===== src/rtl/lot_draw_if.sv =====
// Bundle of the lottery-draw request/result signals shared between the draw
// engine and whatever drives it.
interface lot_draw_if;
    logic        sorteia;
    logic        lido;
    logic        fixo;
    logic [19:0] num_fixo;
    logic        carrega;
    logic [15:0] semente;
    logic [19:0] sorteado;
    logic        valido;
    logic        ocupado;
    logic [2:0]  ndig;
    logic [1:0]  state;

    modport master (
        output sorteia, lido, fixo, num_fixo, carrega, semente,
        input  sorteado, valido, ocupado, ndig, state
    );

    modport slave (
        input  sorteia, lido, fixo, num_fixo, carrega, semente,
        output sorteado, valido, ocupado, ndig, state
    );
endinterface


===== src/rtl/lot_draw.sv =====
// Five-digit BCD lottery draw: digits are taken from a free-running LFSR,
// rejecting nibbles above 9, or loaded directly in fixed-draw mode.
//
// state | meaning
// ------+-------------------------------------------------------------
// IDLE  | waiting for sorteia; last result stays on sorteado
// DRAW  | accepting LFSR nibbles until five BCD digits are collected
// HOLD  | complete number presented (valido) until lido
module lot_draw (
    input  logic       clk,
    input  logic       reset,
    lot_draw_if.slave  bus
);

    typedef enum logic [1:0] {
        IDLE = 2'd0,
        DRAW = 2'd1,
        HOLD = 2'd2
    } state_t;

    localparam logic [15:0] SEED_DEFAULT = 16'hACE1;

    state_t      state_q;
    logic [15:0] lfsr_q, lfsr_d;
    logic [19:0] sorteado_q;
    logic [2:0]  ndig_q;
    logic        valido_q;
    logic        ocupado_q;
    logic        lfsr_fb;

    // Taps 16,14,13,11; a zero seed is replaced so the register never locks up.
    always_comb begin
        lfsr_fb = lfsr_q[15] ^ lfsr_q[13] ^ lfsr_q[12] ^ lfsr_q[10];
        lfsr_d  = {lfsr_q[14:0], lfsr_fb};
        if (bus.carrega) begin
            lfsr_d = (bus.semente == 16'h0000) ? SEED_DEFAULT : bus.semente;
        end
    end

    always_ff @(posedge clk or negedge reset) begin
        if (!reset) begin
            lfsr_q <= SEED_DEFAULT;
        end else begin
            lfsr_q <= lfsr_d;
        end
    end

    always_ff @(posedge clk or negedge reset) begin
        if (!reset) begin
            state_q    <= IDLE;
            sorteado_q <= 20'h00000;
            ndig_q     <= 3'd0;
            valido_q   <= 1'b0;
            ocupado_q  <= 1'b0;
        end else begin
            case (state_q)
                IDLE: begin
                    if (bus.sorteia) begin
                        if (bus.fixo) begin
                            sorteado_q <= bus.num_fixo;
                            ndig_q     <= 3'd5;
                            state_q    <= HOLD;
                            valido_q   <= 1'b1;
                            ocupado_q  <= 1'b0;
                        end else begin
                            sorteado_q <= 20'h00000;
                            ndig_q     <= 3'd0;
                            state_q    <= DRAW;
                            valido_q   <= 1'b0;
                            ocupado_q  <= 1'b1;
                        end
                    end
                end
                DRAW: begin
                    // The nibble is taken from the current LFSR value, so a
                    // coincident reseed only affects later digits.
                    if (lfsr_q[3:0] <= 4'd9) begin
                        sorteado_q <= {sorteado_q[15:0], lfsr_q[3:0]};
                        ndig_q     <= ndig_q + 3'd1;
                        if (ndig_q == 3'd4) begin
                            state_q   <= HOLD;
                            valido_q  <= 1'b1;
                            ocupado_q <= 1'b0;
                        end
                    end
                end
                HOLD: begin
                    if (bus.lido) begin
                        state_q  <= IDLE;
                        valido_q <= 1'b0;
                    end
                end
                default: begin
                    state_q   <= IDLE;
                    valido_q  <= 1'b0;
                    ocupado_q <= 1'b0;
                end
            endcase
        end
    end

    assign bus.sorteado = sorteado_q;
    assign bus.valido   = valido_q;
    assign bus.ocupado  = ocupado_q;
    assign bus.ndig     = ndig_q;
    assign bus.state    = state_q;

endmodule


===== src/flat_wrapper.sv =====
// flat-port wrapper written by rule: the top's interface ports become plain ports
module lot_draw_flat 
  (clk, reset, bus_sorteia, bus_lido, bus_fixo, bus_num_fixo, bus_carrega, bus_semente, bus_sorteado, bus_valido, bus_ocupado, bus_ndig, bus_state);
  lot_draw_if bus_i ();
  input  logic clk;
  input  logic reset;
  input wire logic [$bits(bus_i.sorteia)-1:0] bus_sorteia;
  input wire logic [$bits(bus_i.lido)-1:0] bus_lido;
  input wire logic [$bits(bus_i.fixo)-1:0] bus_fixo;
  input wire logic [$bits(bus_i.num_fixo)-1:0] bus_num_fixo;
  input wire logic [$bits(bus_i.carrega)-1:0] bus_carrega;
  input wire logic [$bits(bus_i.semente)-1:0] bus_semente;
  output wire logic [$bits(bus_i.sorteado)-1:0] bus_sorteado;
  output wire logic [$bits(bus_i.valido)-1:0] bus_valido;
  output wire logic [$bits(bus_i.ocupado)-1:0] bus_ocupado;
  output wire logic [$bits(bus_i.ndig)-1:0] bus_ndig;
  output wire logic [$bits(bus_i.state)-1:0] bus_state;
  assign bus_i.sorteia = bus_sorteia;
  assign bus_i.lido = bus_lido;
  assign bus_i.fixo = bus_fixo;
  assign bus_i.num_fixo = bus_num_fixo;
  assign bus_i.carrega = bus_carrega;
  assign bus_i.semente = bus_semente;
  assign bus_sorteado = bus_i.sorteado;
  assign bus_valido = bus_i.valido;
  assign bus_ocupado = bus_i.ocupado;
  assign bus_ndig = bus_i.ndig;
  assign bus_state = bus_i.state;
  lot_draw u_core (.clk(clk), .reset(reset), .bus(bus_i));
endmodule

===== config.mk =====
export PLATFORM = sky130hd
export DESIGN_NAME = lot_draw_flat
export DESIGN_NICKNAME = d
export VERILOG_FILES = /design/src/rtl/lot_draw_if.sv /design/src/rtl/lot_draw.sv /design/src/flat_wrapper.sv
export SDC_FILE = /design/constraint.sdc
export NUM_CORES = 1
export LEC_CHECK = 0
export BUFFER_PORTS_ARGS = -buffer_cell sky130_fd_sc_hd__buf_2
export CAP_MARGIN = 10
export CORE_MARGIN = 2
export CORE_UTILIZATION = 56
export CTS_BUF_LIST = sky130_fd_sc_hd__clkbuf_4
export DETAILED_ROUTE_END_ITERATION = 16
export PLACE_DENSITY = 0.91
export SLEW_MARGIN = 30
export SYNTH_ARGS = -nofsm -noshare
export SYNTH_HDL_FRONTEND = slang
export SYNTH_SLANG_ARGS = --single-unit
export TNS_END_PERCENT = 5

===== constraint.sdc =====
create_clock -name clk -period 2.5 [get_ports clk]
set_input_delay 0.25 -clock clk [delete_from_list [all_inputs] [get_ports clk]]
set_output_delay 0.25 -clock clk [all_outputs]
set_load 0.03 [all_outputs]

==> metrics.txt, run 1 <==
Post-route DRC=0; commonest non-fill, non-tap cell in the layout=buf_2; status=complete, no violations; sw frac=roughly 43%; Max-Cap Viols=0; worst r2r dst=u_core.bus.sorteado[7]$_DFFE_PN0P_; Hold Path Sink=u_core.lfsr_q[10]$_DFF_PN1_; Layout area overhead=21.3%; layout cell share with drive strength beyond 1=47.5%; root buf cell=clkbuf_4; dpl hpwl=3410 um; vias per std cell=around 5.7; initial antenna violation count=0; num ports=69; Post-Place Worst Slack=0.481 ns; H-tree depth=2; EDFF count, synth=0; Routed wire per std cell=15.4 um; slowest stage cell, crit path=dfrtp_1; beginning of the worst hold path=bus_semente[10]; # clock sinks=42; Worst Path Max Fanout=17; Clk pwr share=11.9%; register area share after synthesis=49.7%; vias in the first global route=between 1.5k and 2k; Reg-to-Reg Start=u_core.bus.state[0]$_DFFE_PN0P_; Lkg Pwr=1.25 nW; core area=~0.0037 mm^2; final setup violation count=0; R2R setup slack=0.45 ns; Post-CTS Repair Setup Buffers=0; Min Clock Period, post-route=2.05 ns; main combinational cell family by area after synthesis=simple AND/OR/NAND/NOR gates; Nets=302; Max VDD drop=474 uV; Seq pwr share=about 40%; pwr/cell area=1050 mW/mm^2; Most Used Layer, Global Route=met2; die height=65.7 um; hold depth=2; main flop type after synthesis=dfrtp_1; syn nets=between 200 and 250; row count=22; met3 Use GR=5.99%; Longest Clk Path Bufs=2; cell area after synthesis=0.00213 mm^2; R2R cell count=4; WP data required=2.74 ns; crit path kind=register to register; most frequent cells in the layout=buf_2, dfrtp_1, mux2_2; Worst slew margin=about 64%; part of the cycle the worst path needs=82.0%; CTS tree=done; antenna cells=0; fraction of registers with async set/reset=100%; first-pass GRT wire length=~7700 um; complex-gate fraction of the synthesized area=13.1%; HP Class=input pin to register; CP max stage delay=0.58 ns; WHS=0.123 ns; post-route ant nets=0; routed vias=1743; Setup Skew=~0.0087 ns; yosys warns=0; critical path arrival=around 2.3 ns; Yosys cell types=33; Synth Instances=191; total CTS buffers=5; Worst-Skew Late Latency=0.35 ns; Synth Area in Simple Gates=15.9%; Top delay family on crit path=flip-flops; die area=0.00432 mm^2; gpl congestion=0.780; Synth Area in XOR/XNOR=~1.2%; Sw Pwr=1.18 mW; Die X=65.7 um; drt initial violations=115; Tot GR Track Use=between 20% and 30%; Port-buffer cells=about 70; largest net degree at the start of global routing=43; RSZ-0062 raised after global routing=no; DP Cell Count=298; Setup TNS Final=0 ns; final total power=around 2.7 mW; Hold Violations, Final=0; Pint=1.54 mW; fin. max-slew vios=0; Synth Register Bits=42; First-pass DRT Iterations=4; startpoint type of the worst setup path=register; crit-path cells=o211a_1 -> nor3_2 -> buf_4 -> mux2_2; crit end category=register; met2 Use GR=a little under two fifths; post-synthesis adder-cell area fraction=1.17%; post-synthesis mux area share=15.2%; gr ovfl total=0; Routed WL=4720 um; Gate power share=48.3%; initial core utilization=58.3%; post-layout worst setup margin=0.449 ns; Worst-path clk slew=0.12 ns; CP bufs+invs=1; fin cells=approximately 310; worst slew pin tran=roughly 0.54 ns; Max Clock Freq=slightly below 500 MHz; met1 GRT Util=32.1%; Syn Area/Cell=about 11 um^2
-- routing by layer --
| metal | part of all wire (%) | up-vias | wire length [um] |
|---|---|---|---|
| met3 | 6.3 | 4 | 299 |
| met1 | 43 | 846 | 2040 |
| li1 | - | 824 | - |
| met4 | 0.80 | 0 | 38 |
| met5 | 0 | - | 0 |
| met2 | 50 | 69 | 2350 |
-- worst reg2reg max path: cells and delay by family (launching register included) --
kind | cells | cell delay, ns
mux | 1 | 0.36
simple gates | 1 | 0.46
flops | 1 | 0.58
buf+inv | 1 | 0.29
compound gates | 1 | 0.26
-- registers in the layout (all words and copies together), names as in the netlist --
name                 cells
u_core.bus.sorteado     20
u_core.lfsr_q           16
u_core.bus.ndig          3
u_core.bus.ocupado       1
u_core.bus.state         1
u_core.bus.valido        1
-- timing repair --
item                      in CTS  in global routing
gates resized for setup        0                  0
hold endpoints to repair       0                 34
hold buffers                   0                  1
-- worst max path at each step --
stage / from / end / slack [ns] / depth (start not counted)
6_report: u_core.bus.state[0]$_DFFE_PN0P_ / u_core.bus.sorteado[7]$_DFFE_PN0P_ / 0.45 / 4
5_1_grt: u_core.bus.state[0]$_DFFE_PN0P_ / u_core.bus.sorteado[7]$_DFFE_PN0P_ / 0.30 / 4
4_1_cts: u_core.bus.state[0]$_DFFE_PN0P_ / u_core.bus.sorteado[7]$_DFFE_PN0P_ / 0.45 / 4
3_5_place_dp: u_core.bus.state[0]$_DFFE_PN0P_ / u_core.bus.sorteado[7]$_DFFE_PN0P_ / 0.48 / 4
3_3_place_gp: u_core.bus.state[0]$_DFFE_PN0P_ / u_core.bus.sorteado[8]$_DFFE_PN0P_ / 0.60 / 4
2_1_floorplan: u_core.bus.valido$_DFFE_PN0P_ / u_core.bus.sorteado[10]$_DFFE_PN0P_ / 0.73 / 4
-- synth_stat cells, types with 2 or more instances --
library cell,count,area share (%)
mux2_2,28,15
nor2b_1,3,0.88
o21ai_0,23,5.4
nand2_1,20,3.5
clkbuf_1,12,2.1
dfrtp_1,34,40
ha_1,2,1.2
or4_4,3,1.6
dfstp_2,8,9.8
inv_1,4,0.70
and3_1,2,0.59
buf_2,2,0.47
xnor2_1,2,0.82
nand3b_1,20,7.0
o41ai_1,2,0.82
nand4_1,3,0.88
o22a_1,7,2.9
-- metrics by stage --
stage               util, %  cell area, um^2
finish                 70.7             2590
global route           70.7             2590
CTS                    70.4             2580
detailed placement     68.9             2520
global placement       68.9             2520
floorplan                 -             2130
-- power by group through the flow --
stage	sequential, mW	combinational [mW]	clock (mW)
3_3_place_gp	1.08	1.27	0
2_1_floorplan	1.36	0.629	0
6_report	1.08	1.31	0.323
3_5_place_dp	1.09	1.31	0
4_1_cts	1.08	1.31	0.334
5_1_grt	1.11	1.41	0.371
-- layout make-up --
cell class | instances | area [um^2]
Multi-Input combinational cell | 130 | 1000
Sequential cell | 42 | 1060
Timing Repair Buffer | 75 | 398
Tap cell | 48 | 60.1
Inverter | 4 | 15.0
Clock buffer | 6 | 45.0
Clock inverter | 2 | 8.76
Fill cell | 273 | 1070
-- kinds of logic (layout without fill, tap and decap cells) --
logic type / count (synthesis) / after routing
compound gates: 40 / 40
flops: 42 / 42
mux: 29 / 29
xor+xnor: 3 / 3
simple gates: 56 / 56
buf+inv: 19 / 87
fa+ha+maj: 2 / 2
Power figures use the tool's default switching activity.
==> run 2: changes to the inputs <==
- CORE_UTILIZATION: 56 -> 52
- PLACE_DENSITY: 0.91 -> 0.86
- clock period: 2.5 -> 1.9 ns (I/O delays scaled with it)
==> run 2 against run 1 <==
  * Sequential power grew 30%
  * First-iteration DRC count grew 49%
  * Core utilization shrank 5.1 points
  * Largest power group unchanged
  * Cell area grew 0.68%
  * Die area grew 7.2%
  * Sequential share of layout area shrank 0.28 points
  * Highest routed layer unchanged
  * Setup slack lost 0.27 ns
==> metrics.txt, run 2 (synthesis gave the netlist of run 1 again) <==
Critical path origin=u_core.lfsr_q[2]$_DFF_PN0_; die height=68.1 um (+3.5%); Tot GR Track Use=23.5% (-0.39 points); footprint of the multi-input gates=0.00100 mm^2 (unchanged); cell area after placement=0.00254 mm^2 (+0.69%); worst r2r dst=u_core.bus.sorteado[19]$_DFFE_PN0P_; crit-path cells=o211a_1 -> nor3_2 -> buf_4 -> mux2_2; Worst-Skew Late Latency=0.36 ns (about the same); pwr/cell area=1390 mW/mm^2 (+32%); # resized after CTS=0 (unchanged); core area=0.00397 mm^2 (+8.5%); layout cell share with drive strength beyond 1=47.9% (+0.40 points); Routed WL=4980 um (+5.4%); Min Clock Period, post-route=1.72 ns (-0.334 ns); status=complete, no violations; beginning of the worst hold path=bus_semente[5]; row count=23 (+4.5%); largest net degree at the start of global routing=27 (-37%); H-tree depth=2 (unchanged); Longest Clk Path Bufs=2 (unchanged); critical path arrival=1.97 ns (-0.32 ns); Max-Cap Viols=0 (unchanged); Nets=304 (+0.66%); Worst Path Max Fanout=10 (-7); Fill cells=322 (+18%); Setup Skew=0.0117 ns (+0.00300 ns); root buf cell=clkbuf_4; die area=0.00463 mm^2 (+7.2%); crit end category=register; # clock sinks=42 (unchanged); gr ovfl total=0 (unchanged); vias per std cell=5.63 (-0.89%); Die X=68.1 um (+3.5%); Most Used Layer, Global Route=met2; total CTS buffers=5 (unchanged); crit path kind=register to register; worst slew pin tran=0.582 ns (+0.0438 ns); num ports=69 (unchanged); Max VDD drop=542 uV (+14%); First-pass DRT Iterations=4 (unchanged); routed vias=1750 (+0.40%); met3 Use GR=6.58% (+0.59 points); post-route cell area=0.00261 mm^2 (+0.68%); Port-buffer cells=68 (unchanged); Reg-to-Reg Start=u_core.lfsr_q[2]$_DFF_PN0_; dpl hpwl=3550 um (+4.1%); Lkg Pwr=1.26 nW (+0.79%); gpl congestion=0.827 (+6.1%); hold-fix buffer count after cts=1 (+1); initial antenna violation count=0 (unchanged); Layout area overhead=22.1%; max reg flops=20 (unchanged); fin. max-slew vios=0 (unchanged); CP max stage delay=0.43 ns (-0.15 ns); Post-route DRC=0 (unchanged); first-pass GRT wire length=7960 um (+3.2%); WP data required=2.15 ns (-0.59 ns); Worst-path clk slew=0.12 ns (about the same); HP Class=input pin to register; most frequent cells in the layout=buf_2, dfrtp_1, mux2_2; Setup TNS Final=0 ns (unchanged); slowest stage cell, crit path=dfrtp_1; Worst slew margin=61.2% (-2.8 points); initial core utilization=53.7% (-4.6 points); R2R setup slack=0.18 ns (-0.27 ns); part of the cycle the worst path needs=90.3% (+8.3 points); vias in the first global route=1647 (+1.9%); commonest non-fill, non-tap cell in the layout=buf_2; RSZ-0062 raised after global routing=no; drt initial violations=171 (+49%); final setup violation count=0 (unchanged); CTS tree=done; met1 GRT Util=30.3% (-1.8 points); Post-CTS Repair Setup Buffers=0 (unchanged); met2 Use GR=37.6% (-0.13 points); Register Area=0.00106 mm^2 (unchanged); Max Clock Freq=583 MHz (+19%); post-route ant nets=0 (unchanged); Hold Violations, Final=0 (unchanged); antenna cells=0 (unchanged); CP Capture Point=u_core.bus.sorteado[19]$_DFFE_PN0P_; Routed wire per std cell=16.0 um (+4.0%); startpoint type of the worst setup path=register; R2R cell count=4 (unchanged)
-- run 2: worst min path at each step --
stage,endpoint,cells past startpoint
final,u_core.lfsr_q[5]$_DFF_PN1_,2
after CTS,u_core.lfsr_q[5]$_DFF_PN1_,2
after global routing,u_core.lfsr_q[6]$_DFF_PN1_,2
after floorplan,u_core.bus.ndig[0]$_DFFE_PN0P_,0
after detailed placement,u_core.lfsr_q[8]$_DFF_PN0_,1
after global placement,u_core.lfsr_q[12]$_DFF_PN0_,1
-- run 2: final cells by class --
cell class	count	area share [%]
tap	50	2.40
sequential	42	40.7
multi-input combinational	130	38.4
clock buffer	7	2.02
clock inverter	1	0.144
inverter	4	0.576
timing repair buffer	77	15.7
-- run 2: where the power goes --
group          leakage (nW)  total (mW)  internal [mW]  switching (mW)
Clock                0.0338       0.450          0.171           0.279
Sequential            0.511        1.40           1.17           0.227
Combinational         0.713        1.77          0.710            1.06
-- run 2: critical path, delay by kind of cell (launching register included) --
family	cells	cell delay, ns
multiplexers	1	0.36
AND/OR/NAND/NOR	1	0.30
AO/OA/AOI/OAI	1	0.27
flip-flops	1	0.43
buffers and inverters	1	0.26
-- run 2: routing by layer --
layer  part of all wire (%)  vias to the layer above
li1                       -                      833
met1                     43                      855
met2                     49                       52
met3                    5.8                       10
met4                    1.9                        0
met5                      0                        -
-- run 2: stage by stage --
| step | util (%) | hold WS (ns) | total power, mW | cells | worst slack (ns) |
|---|---|---|---|---|---|
| after floorplan | - | -0.106 | 2.62 | 191 | 0.127 |
| after global placement | 64.0 | 0.211 | 3.12 | 302 | 0.217 |
| after detailed placement | 64.0 | 0.222 | 3.17 | 302 | 0.147 |
| after CTS | 65.6 | 0.0532 | 3.63 | 311 | 0.194 |
| after global routing | 65.6 | 0.0568 | 3.84 | 311 | 0.109 |
| final | 65.6 | 0.0628 | 3.62 | 311 | 0.183 |
